--- config.mk ---
export PLATFORM = sky130hd
export DESIGN_NAME = softex_slot_regfile
export DESIGN_NICKNAME = d
export VERILOG_FILES = /design/src/rtl/softex_slot_regfile.sv
export SDC_FILE = /design/constraint.sdc
export NUM_CORES = 1
export LEC_CHECK = 0
export ABC_AREA = 1
export BUFFER_PORTS_ARGS = -buffer_cell sky130_fd_sc_hd__clkbuf_2
export CAP_MARGIN = 20
export CORE_AREA = 2 2 290 435
export CTS_CLUSTER_SIZE = 25
export DETAILED_ROUTE_END_ITERATION = 7
export DIE_AREA = 0 0 292 437
export GPL_TIMING_DRIVEN = 1
export SYNTH_ARGS = -nofsm -noshare
export SYNTH_HDL_FRONTEND = slang
export SYNTH_SLANG_ARGS = --single-unit
--- constraint.sdc ---
create_clock -name clk_i -period 20.2 [get_ports clk_i]
set_input_delay 4.04 -clock clk_i [delete_from_list [all_inputs] [get_ports clk_i]]
set_output_delay 4.04 -clock clk_i [all_outputs]
set_load 0.02 [all_outputs]
--- src/rtl/softex_slot_regfile.sv ---
// Slot register file: responder side of the slot request/update protocol.
// Holds per-slot running maxima and denominators. Allocates free slots,
// serves loads through a one-entry response register, and commits
// updates and frees from the controller.
module softex_slot_regfile #(
  parameter int                  N_SLOTS   = 4,
  parameter int                  ADDR_W    = 8,
  parameter int                  NUM_LANES = 4,
  parameter int                  WIDTH_IN  = 16,
  parameter int                  WIDTH_ACC = 32,
  parameter logic [WIDTH_IN-1:0] MAX_INIT  = 16'hFF80
) (
  input  logic                           clk_i,
  input  logic                           rst_ni,
  input  logic                           clear_i,
  input  logic                           req_valid_i,
  output logic                           req_ready_o,
  input  logic                           req_op_i,
  input  logic [ADDR_W-1:0]              req_addr_i,
  output logic                           rsp_valid_o,
  input  logic                           rsp_ready_i,
  output logic [ADDR_W-1:0]              rsp_addr_o,
  output logic [NUM_LANES*WIDTH_IN-1:0]  rsp_max_o,
  output logic [NUM_LANES*WIDTH_ACC-1:0] rsp_den_o,
  output logic                           rsp_slot_valid_o,
  output logic                           rsp_err_o,
  input  logic                           upd_valid_i,
  input  logic                           upd_op_i,
  input  logic [ADDR_W-1:0]              upd_addr_i,
  input  logic [NUM_LANES*WIDTH_IN-1:0]  upd_max_i,
  input  logic [NUM_LANES*WIDTH_ACC-1:0] upd_den_i,
  output logic                           upd_err_o,
  output logic [$clog2(N_SLOTS+1)-1:0]   n_alloc_o
);

  localparam int IDX_W = $clog2(N_SLOTS);
  localparam int CNT_W = $clog2(N_SLOTS+1);
  localparam int MW    = NUM_LANES*WIDTH_IN;
  localparam int DW    = NUM_LANES*WIDTH_ACC;
  localparam logic [ADDR_W:0] N_SLOTS_W = (ADDR_W+1)'(N_SLOTS);

  logic [N_SLOTS-1:0] r_alloc;
  logic [N_SLOTS-1:0] r_sval;
  logic [MW-1:0]      r_max [N_SLOTS];
  logic [DW-1:0]      r_den [N_SLOTS];
  logic [CNT_W-1:0]   r_n_alloc;

  logic               r_rsp_valid;
  logic [ADDR_W-1:0]  r_rsp_addr;
  logic [MW-1:0]      r_rsp_max;
  logic [DW-1:0]      r_rsp_den;
  logic               r_rsp_sval;
  logic               r_rsp_err;
  logic               r_upd_err;

  logic [MW-1:0]      w_max_init;
  logic [IDX_W-1:0]   w_req_idx, w_upd_idx, w_free_idx;
  logic               w_req_in_range, w_upd_in_range, w_free_found;
  logic               w_accept, w_do_alloc, w_upd_hit, w_upd_write, w_free_ok;
  logic               w_same_addr, w_load_ok, w_load_bypass;
  logic [ADDR_W-1:0]  w_rsp_addr;
  logic [MW-1:0]      w_rsp_max;
  logic [DW-1:0]      w_rsp_den;
  logic               w_rsp_sval, w_rsp_err;

  assign w_max_init     = {NUM_LANES{MAX_INIT}};
  assign w_req_idx      = req_addr_i[IDX_W-1:0];
  assign w_upd_idx      = upd_addr_i[IDX_W-1:0];
  assign w_req_in_range = {1'b0, req_addr_i} < N_SLOTS_W;
  assign w_upd_in_range = {1'b0, upd_addr_i} < N_SLOTS_W;

  assign req_ready_o = !r_rsp_valid || rsp_ready_i;
  assign w_accept    = req_valid_i && req_ready_o;

  // Lowest-index free slot, judged on the alloc bits held at cycle start.
  always_comb begin
    w_free_found = 1'b0;
    w_free_idx   = '0;
    for (int i = N_SLOTS-1; i >= 0; i--) begin
      if (!r_alloc[i]) begin
        w_free_found = 1'b1;
        w_free_idx   = IDX_W'(i);
      end
    end
  end

  assign w_do_alloc    = w_accept && !req_op_i && w_free_found;
  assign w_upd_hit     = upd_valid_i && w_upd_in_range && r_alloc[w_upd_idx];
  assign w_upd_write   = w_upd_hit && !upd_op_i;
  assign w_free_ok     = w_upd_hit && upd_op_i;
  assign w_same_addr   = upd_addr_i == req_addr_i;
  assign w_load_ok     = w_req_in_range && r_alloc[w_req_idx] && !(w_free_ok && w_same_addr);
  assign w_load_bypass = w_upd_write && w_same_addr;

  // Next response contents for an accepted request; loads see a same-cycle update.
  always_comb begin
    w_rsp_addr = '0;
    w_rsp_max  = '0;
    w_rsp_den  = '0;
    w_rsp_sval = 1'b0;
    w_rsp_err  = 1'b0;
    if (!req_op_i) begin
      if (w_free_found) begin
        w_rsp_addr = ADDR_W'(w_free_idx);
        w_rsp_max  = w_max_init;
      end else begin
        w_rsp_err = 1'b1;
      end
    end else begin
      w_rsp_addr = req_addr_i;
      if (!w_load_ok) begin
        w_rsp_err = 1'b1;
      end else if (w_load_bypass) begin
        w_rsp_max  = upd_max_i;
        w_rsp_den  = upd_den_i;
        w_rsp_sval = 1'b1;
      end else begin
        w_rsp_max  = r_max[w_req_idx];
        w_rsp_den  = r_den[w_req_idx];
        w_rsp_sval = r_sval[w_req_idx];
      end
    end
  end

  // Slot storage: alloc re-init, update writes, frees clear bookkeeping only.
  always_ff @(posedge clk_i) begin
    if (!rst_ni || clear_i) begin
      r_alloc <= '0;
      r_sval  <= '0;
      for (int i = 0; i < N_SLOTS; i++) begin
        r_max[i] <= w_max_init;
        r_den[i] <= '0;
      end
    end else begin
      for (int i = 0; i < N_SLOTS; i++) begin
        if (w_do_alloc && w_free_idx == IDX_W'(i)) begin
          r_alloc[i] <= 1'b1;
          r_sval[i]  <= 1'b0;
          r_max[i]   <= w_max_init;
          r_den[i]   <= '0;
        end else if (w_upd_write && w_upd_idx == IDX_W'(i)) begin
          r_sval[i] <= 1'b1;
          r_max[i]  <= upd_max_i;
          r_den[i]  <= upd_den_i;
        end else if (w_free_ok && w_upd_idx == IDX_W'(i)) begin
          r_alloc[i] <= 1'b0;
          r_sval[i]  <= 1'b0;
        end
      end
    end
  end

  // One-entry response register, held while the consumer stalls.
  always_ff @(posedge clk_i) begin
    if (!rst_ni || clear_i) begin
      r_rsp_valid <= 1'b0;
      r_rsp_addr  <= '0;
      r_rsp_max   <= '0;
      r_rsp_den   <= '0;
      r_rsp_sval  <= 1'b0;
      r_rsp_err   <= 1'b0;
    end else if (w_accept) begin
      r_rsp_valid <= 1'b1;
      r_rsp_addr  <= w_rsp_addr;
      r_rsp_max   <= w_rsp_max;
      r_rsp_den   <= w_rsp_den;
      r_rsp_sval  <= w_rsp_sval;
      r_rsp_err   <= w_rsp_err;
    end else if (rsp_ready_i) begin
      r_rsp_valid <= 1'b0;
    end
  end

  // Update error pulse and allocated-slot count.
  always_ff @(posedge clk_i) begin
    if (!rst_ni || clear_i) begin
      r_upd_err <= 1'b0;
      r_n_alloc <= '0;
    end else begin
      r_upd_err <= upd_valid_i && !w_upd_hit;
      case ({w_do_alloc, w_free_ok})
        2'b10:   r_n_alloc <= r_n_alloc + 1'b1;
        2'b01:   r_n_alloc <= r_n_alloc - 1'b1;
        default: r_n_alloc <= r_n_alloc;
      endcase
    end
  end

  assign rsp_valid_o      = r_rsp_valid;
  assign rsp_addr_o       = r_rsp_addr;
  assign rsp_max_o        = r_rsp_max;
  assign rsp_den_o        = r_rsp_den;
  assign rsp_slot_valid_o = r_rsp_sval;
  assign rsp_err_o        = r_rsp_err;
  assign upd_err_o        = r_upd_err;
  assign n_alloc_o        = r_n_alloc;

endmodule
After elaboration in Yosys (flattened, before gate mapping) --
Memories as Yosys holds them, arrays and structs flattened. Index checks and enable logic that the tools add are counted.
Storage, ports and cells: bits in registers 215, RAM bits 768, bits of input ports 216, memories 2
Operators by class: add/sub/neg operators 2, $lt $le $gt $ge 4, eq/ne operators 13, muxes and demuxes 94, bitwise gates (word level) 16, reductions and logical operators 52
Memory list:
- r_den | words 4, bits a word 128, rd ports 1, clocked after memory_dff 0, wr ports 4, RTL line 45 | logic [DW-1:0] r_den [N_SLOTS];
- r_max | words 4, bits a word 64, rd ports 1, clocked after memory_dff 0, wr ports 4, RTL line 44 | logic [MW-1:0] r_max [N_SLOTS];
Operators by type and width (number):
- $mux W128 | 11
- $mux W64 | 12
- $mux W1 | 61
- $logic_and A1 B1 Y1 | 24
- $reduce_bool A2 Y1 | 10
- $lt A8 B3 Y1 const B | 2
- $or A1 B1 Y1 | 16
- $eq A2 B2 Y1 const B | 5
- $mux W2 | 5
- $eq A8 B8 Y1 | 1
- $mux W8 | 1
- $ne A2 B2 Y1 const B | 4
- $reduce_and A2 Y1 | 4
- $reduce_or A2 Y1 | 4
- $bmux W1 S2 | 3
- $eq A2 B1 Y1 const B | 3
- $logic_not A1 Y1 | 6
- $lt A2 B3 Y1 const B | 2
- $pmux W3 S2 | 1
- $logic_not A2 Y1 | 2
- $add A3 B1 Y3 const B | 1
- $sub A3 B1 Y3 const B | 1
- $logic_or A1 B1 Y1 | 2

Depth between registers and ports, before layout --
depth in word-level cells 11, gate-level depth with buffers 16, depth with buffers taken out 15

Worst setup path after synthesis --
No wires, ideal clock.
path type input to register, start point in upd_addr_i[0], end point mem r_den[2][0] in the netlist's numbering (enable), arrival time 9.027 ns, required time 18.183 ns, path slack 9.156 ns, stages on the path 10, buffers on the path 1, cells stage by stage buf_2 > inv_4 > nand2_1 > nand2_1 > nand2_1 > nand2_1 > nand2_2 > nor2_8 > nand3_2 > nand3_1
RTL lines:
- from (decl) | RTL line 29 | input logic [ADDR_W-1:0] upd_addr_i,
- to (decl) | RTL line 45

Worst setup path in the final report --
start point in rsp_ready_i, end point out req_ready_o
On the way: longest elaborated chain between the ends 1
Ends and longest elaborated chain:
- from (decl) | RTL line 21 | input logic rsp_ready_i,
- $logic_or A1 B1 Y1 | RTL line 72 | assign req_ready_o = !r_rsp_valid || rsp_ready_i;
- to (decl) | RTL line 17 | output logic req_ready_o,
Every way passes these cells.

==> impl_metrics.tcl <==
set metrics [dict create \
    outcome "complete, no violations" \
    worst_setup_path_start_kind "input pin" \
    ys_warn_count 0 \
    vias 34200 \
    worstSetupPathDepth 4 \
    viasPerCell 5.24 \
    gr-usage-all-layers 0.214 \
    synth_area_leaders "edfxtp_1, dfxtp_1, nor2_1, nand2_1, o21ai_0" \
    swShare 0.239 \
    synth_commonest_cells "nor2_1, nand2_1, edfxtp_1" \
    p_int_w 0.00336 \
    drc 0 \
    crit_type "input pin to output pin" \
    post-place-ws_ns 11.07 \
    endpoint "req_ready_o" \
    seqPwrFrac 0.509 \
    wl_per_cell_um 21.3 \
    fin_crit_ns 8.50 \
    fin_nets 5052 \
    grt_overflow 0 \
    synth_most_common_cell "nor2_1" \
    p_clk_frac 0.421 \
    hold_class "flop to flop" \
    drive_gt1_frac 0.131 \
    fin_skew_ns 0.0264 \
    crit_chain "clkbuf_2 > inv_1 > nand2_1 > clkbuf_2" \
    antenna_found_initial 11 \
    finalSetupViolations 0 \
    gp_congestion 0.804 \
    startpoint "rsp_ready_i" \
    peakVddDrop_mv 0.0675 \
    die_w_um 292 \
    finalWirelength_um 139000 \
    cp_num_buf_inv 3 \
    synth_edf_count 768 \
    detail_route.first_pass.iterations 5 \
    reg2reg_to "r_den[1][96]" \
    hold_viol 0 \
    reg2reg_depth 10 \
    fin_cells 6522 \
    cts_resized 0 \
    synth-main-ff-cell "edfxtp_1" \
    synth_seq_cells 983 \
    synthToLayoutAreaGrowth_pct 14.4 \
    numCtsBuffers 100 \
    max_freq_mhz 118 \
    clkLatencyLatePin_ns 0.71 \
    crit_slowest_cell "clkbuf_2" \
    ant_nets 0 \
    synth_area_per_cell_um2 9.36 \
    cpMostUsedCell "clkbuf_2" \
    rsz0062_at_grt "false" \
    die_height_um 437 \
    tns_ns 0 \
    p_comb_frac 0.070 \
    start_util 0.349 \
    synth_top_area_cell "edfxtp_1" \
    root_buffer "clkbuf_16" \
    endpoint_kind "output pin" \
    reg2reg_slack_ns 14.95 \
    final_max_slew_viol_count 0 \
    maxSlewHeadroom 0.164 \
    synth_area_um2 43100 \
    switchingPower_w 0.00106 \
    post_cts_buffers 0 \
    cts_tree "done" \
    place_inst 6331 \
    clk_pin_slew_ns 0.06 \
    required_ns 16.16 \
    hold_buffers 0 \
    async_flop_share 0 \
    synthCells 4605 \
    fin_crit_sh 0.421 \
    reg2reg_from "r_alloc[1]" \
    worstPathArrival_ns 4.46 \
    dp_hpwl_um 79900 \
    dieArea_um2 128000 \
    htree_levels 3 \
    clk_path_buf_depth 3 \
    grt_pass1_wl_um 208000 \
    maxCapViolations 0 \
    tightest_slew_ns 1.25 \
    critPathMaxStageDelay_ns 0.16 \
    grt_max_degree 194 \
    synth_cell_types 31 \
    fp.coreArea_um2 124000 \
    min_from "rsp_den_o[87]" \
    drt_iter0_markers 2925 \
    portBuffers 423 \
    clkSinkCount 983 \
    ys_seq_area_frac 0.635 \
    critical_path.top_delay_family "buffers and inverters" \
    p_leak_nw 19.9 \
    ios 424 \
    pwr_density_cell_nw_per_um2 89.5 \
    crit_fanout 2 \
    grt_pass1_vias 33000 \
    fp-row-count 158 \
    setup_slack_ns 11.70 \
    synth_top_area_share 0.535 \
    synth_nets 4823 \
]
-- final cells by class --
cell class	count	area, um2
multi-input cells	3048	13300
repair buffers	468	2520
diodes	5	12.5
flip-flops and latches	983	27400
inverters	233	922
clock buffers	133	2760
clock inverters	52	469
well taps	1600	2000
fillers	12300	74200
-- layout by cell type (no fill, tap or decap), types with 9 or more instances in the layout --
cell type  Yosys  final
clkbuf_1     203     22
buf_4         26     42
o21ai_0      322    322
clkbuf_2       0    421
o22ai_1      159    159
clkinv_1       0     14
nand3_1      214    213
inv_1        221    221
a22oi_1       33     33
nor2_1      1028   1026
dfxtp_1      215    215
clkbuf_8       0      9
edfxtp_1     768    768
clkbuf_16      0    102
a21boi_0      33     33
a21oi_1      285    285
inv_6          0      9
clkinv_2       0     22
nand2_1      956    952
-- worst min-delay path, stage by stage (launching register included) --
cell and delay, ns:
dfxtp_1 0.31, nand2_1 0.06, a21oi_1 0.05
-- through the flow --
| stage | total power [W] | hold slack [ns] | utilization | area [um2] |
|---|---|---|---|---|
| floorplan | 0.00248 | 0.440 | - | 43100 |
| global placement | 0.00260 | 0.450 | 0.373 | 46100 |
| detailed placement | 0.00260 | 0.455 | 0.373 | 46100 |
| CTS | 0.00445 | 0.465 | 0.399 | 49300 |
| global route | 0.00455 | 0.479 | 0.399 | 49300 |
| finish | 0.00441 | 0.462 | 0.399 | 49300 |
-- power groups by stage --
stage	clock network, W	logic [W]	registers, W
after detailed placement	0	0.000312	0.00229
after global routing	0.00196	0.000342	0.00225
after CTS	0.00189	0.000313	0.00225
after floorplan	0	0.000175	0.00230
final	0.00186	0.000309	0.00225
after global placement	0	0.000311	0.00229
-- how the worst min path moves through the flow --
| stage | depth (start not counted) | end |
|---|---|---|
| 5_1_grt | 2 | rsp_den_o[94] |
| 2_1_floorplan | 2 | r_sval[2] |
| 6_report | 2 | rsp_den_o[87] |
| 4_1_cts | 2 | rsp_den_o[0] |
| 3_5_place_dp | 2 | rsp_den_o[100] |
| 3_3_place_gp | 2 | n_alloc_o[2] |
-- layer usage --
| layer | vias up | share of wire | GRT usage |
|---|---|---|---|
| met1 | 16700 | 0.41 | 0.280 |
| li1 | 15900 | - | - |
| met2 | 1350 | 0.49 | 0.364 |
| met5 | - | 0.00041 | 0 |
| met3 | 183 | 0.070 | 0.0282 |
| met4 | 8 | 0.028 | 0.0712 |
-- registers in the layout, indices dropped and copies added, names as in the netlist --
name              flops
r_max               256
rsp_err_o             1
r_sval                4
rsp_addr_o            8
rsp_max_o            64
rsp_valid_o           1
r_alloc               4
rsp_slot_valid_o      1
upd_err_o             1
rsp_den_o           128
r_den               512
n_alloc_o             3
-- cell families after synthesis --
group / share of synthesized area
DFF: 0.635
adders and majority gates: 0.000754
and+or+nand+nor: 0.200
AOI/OAI and AO/OA: 0.106
buffers and inverters: 0.0588
No activity file was read; power rests on OpenSTA's default activity.
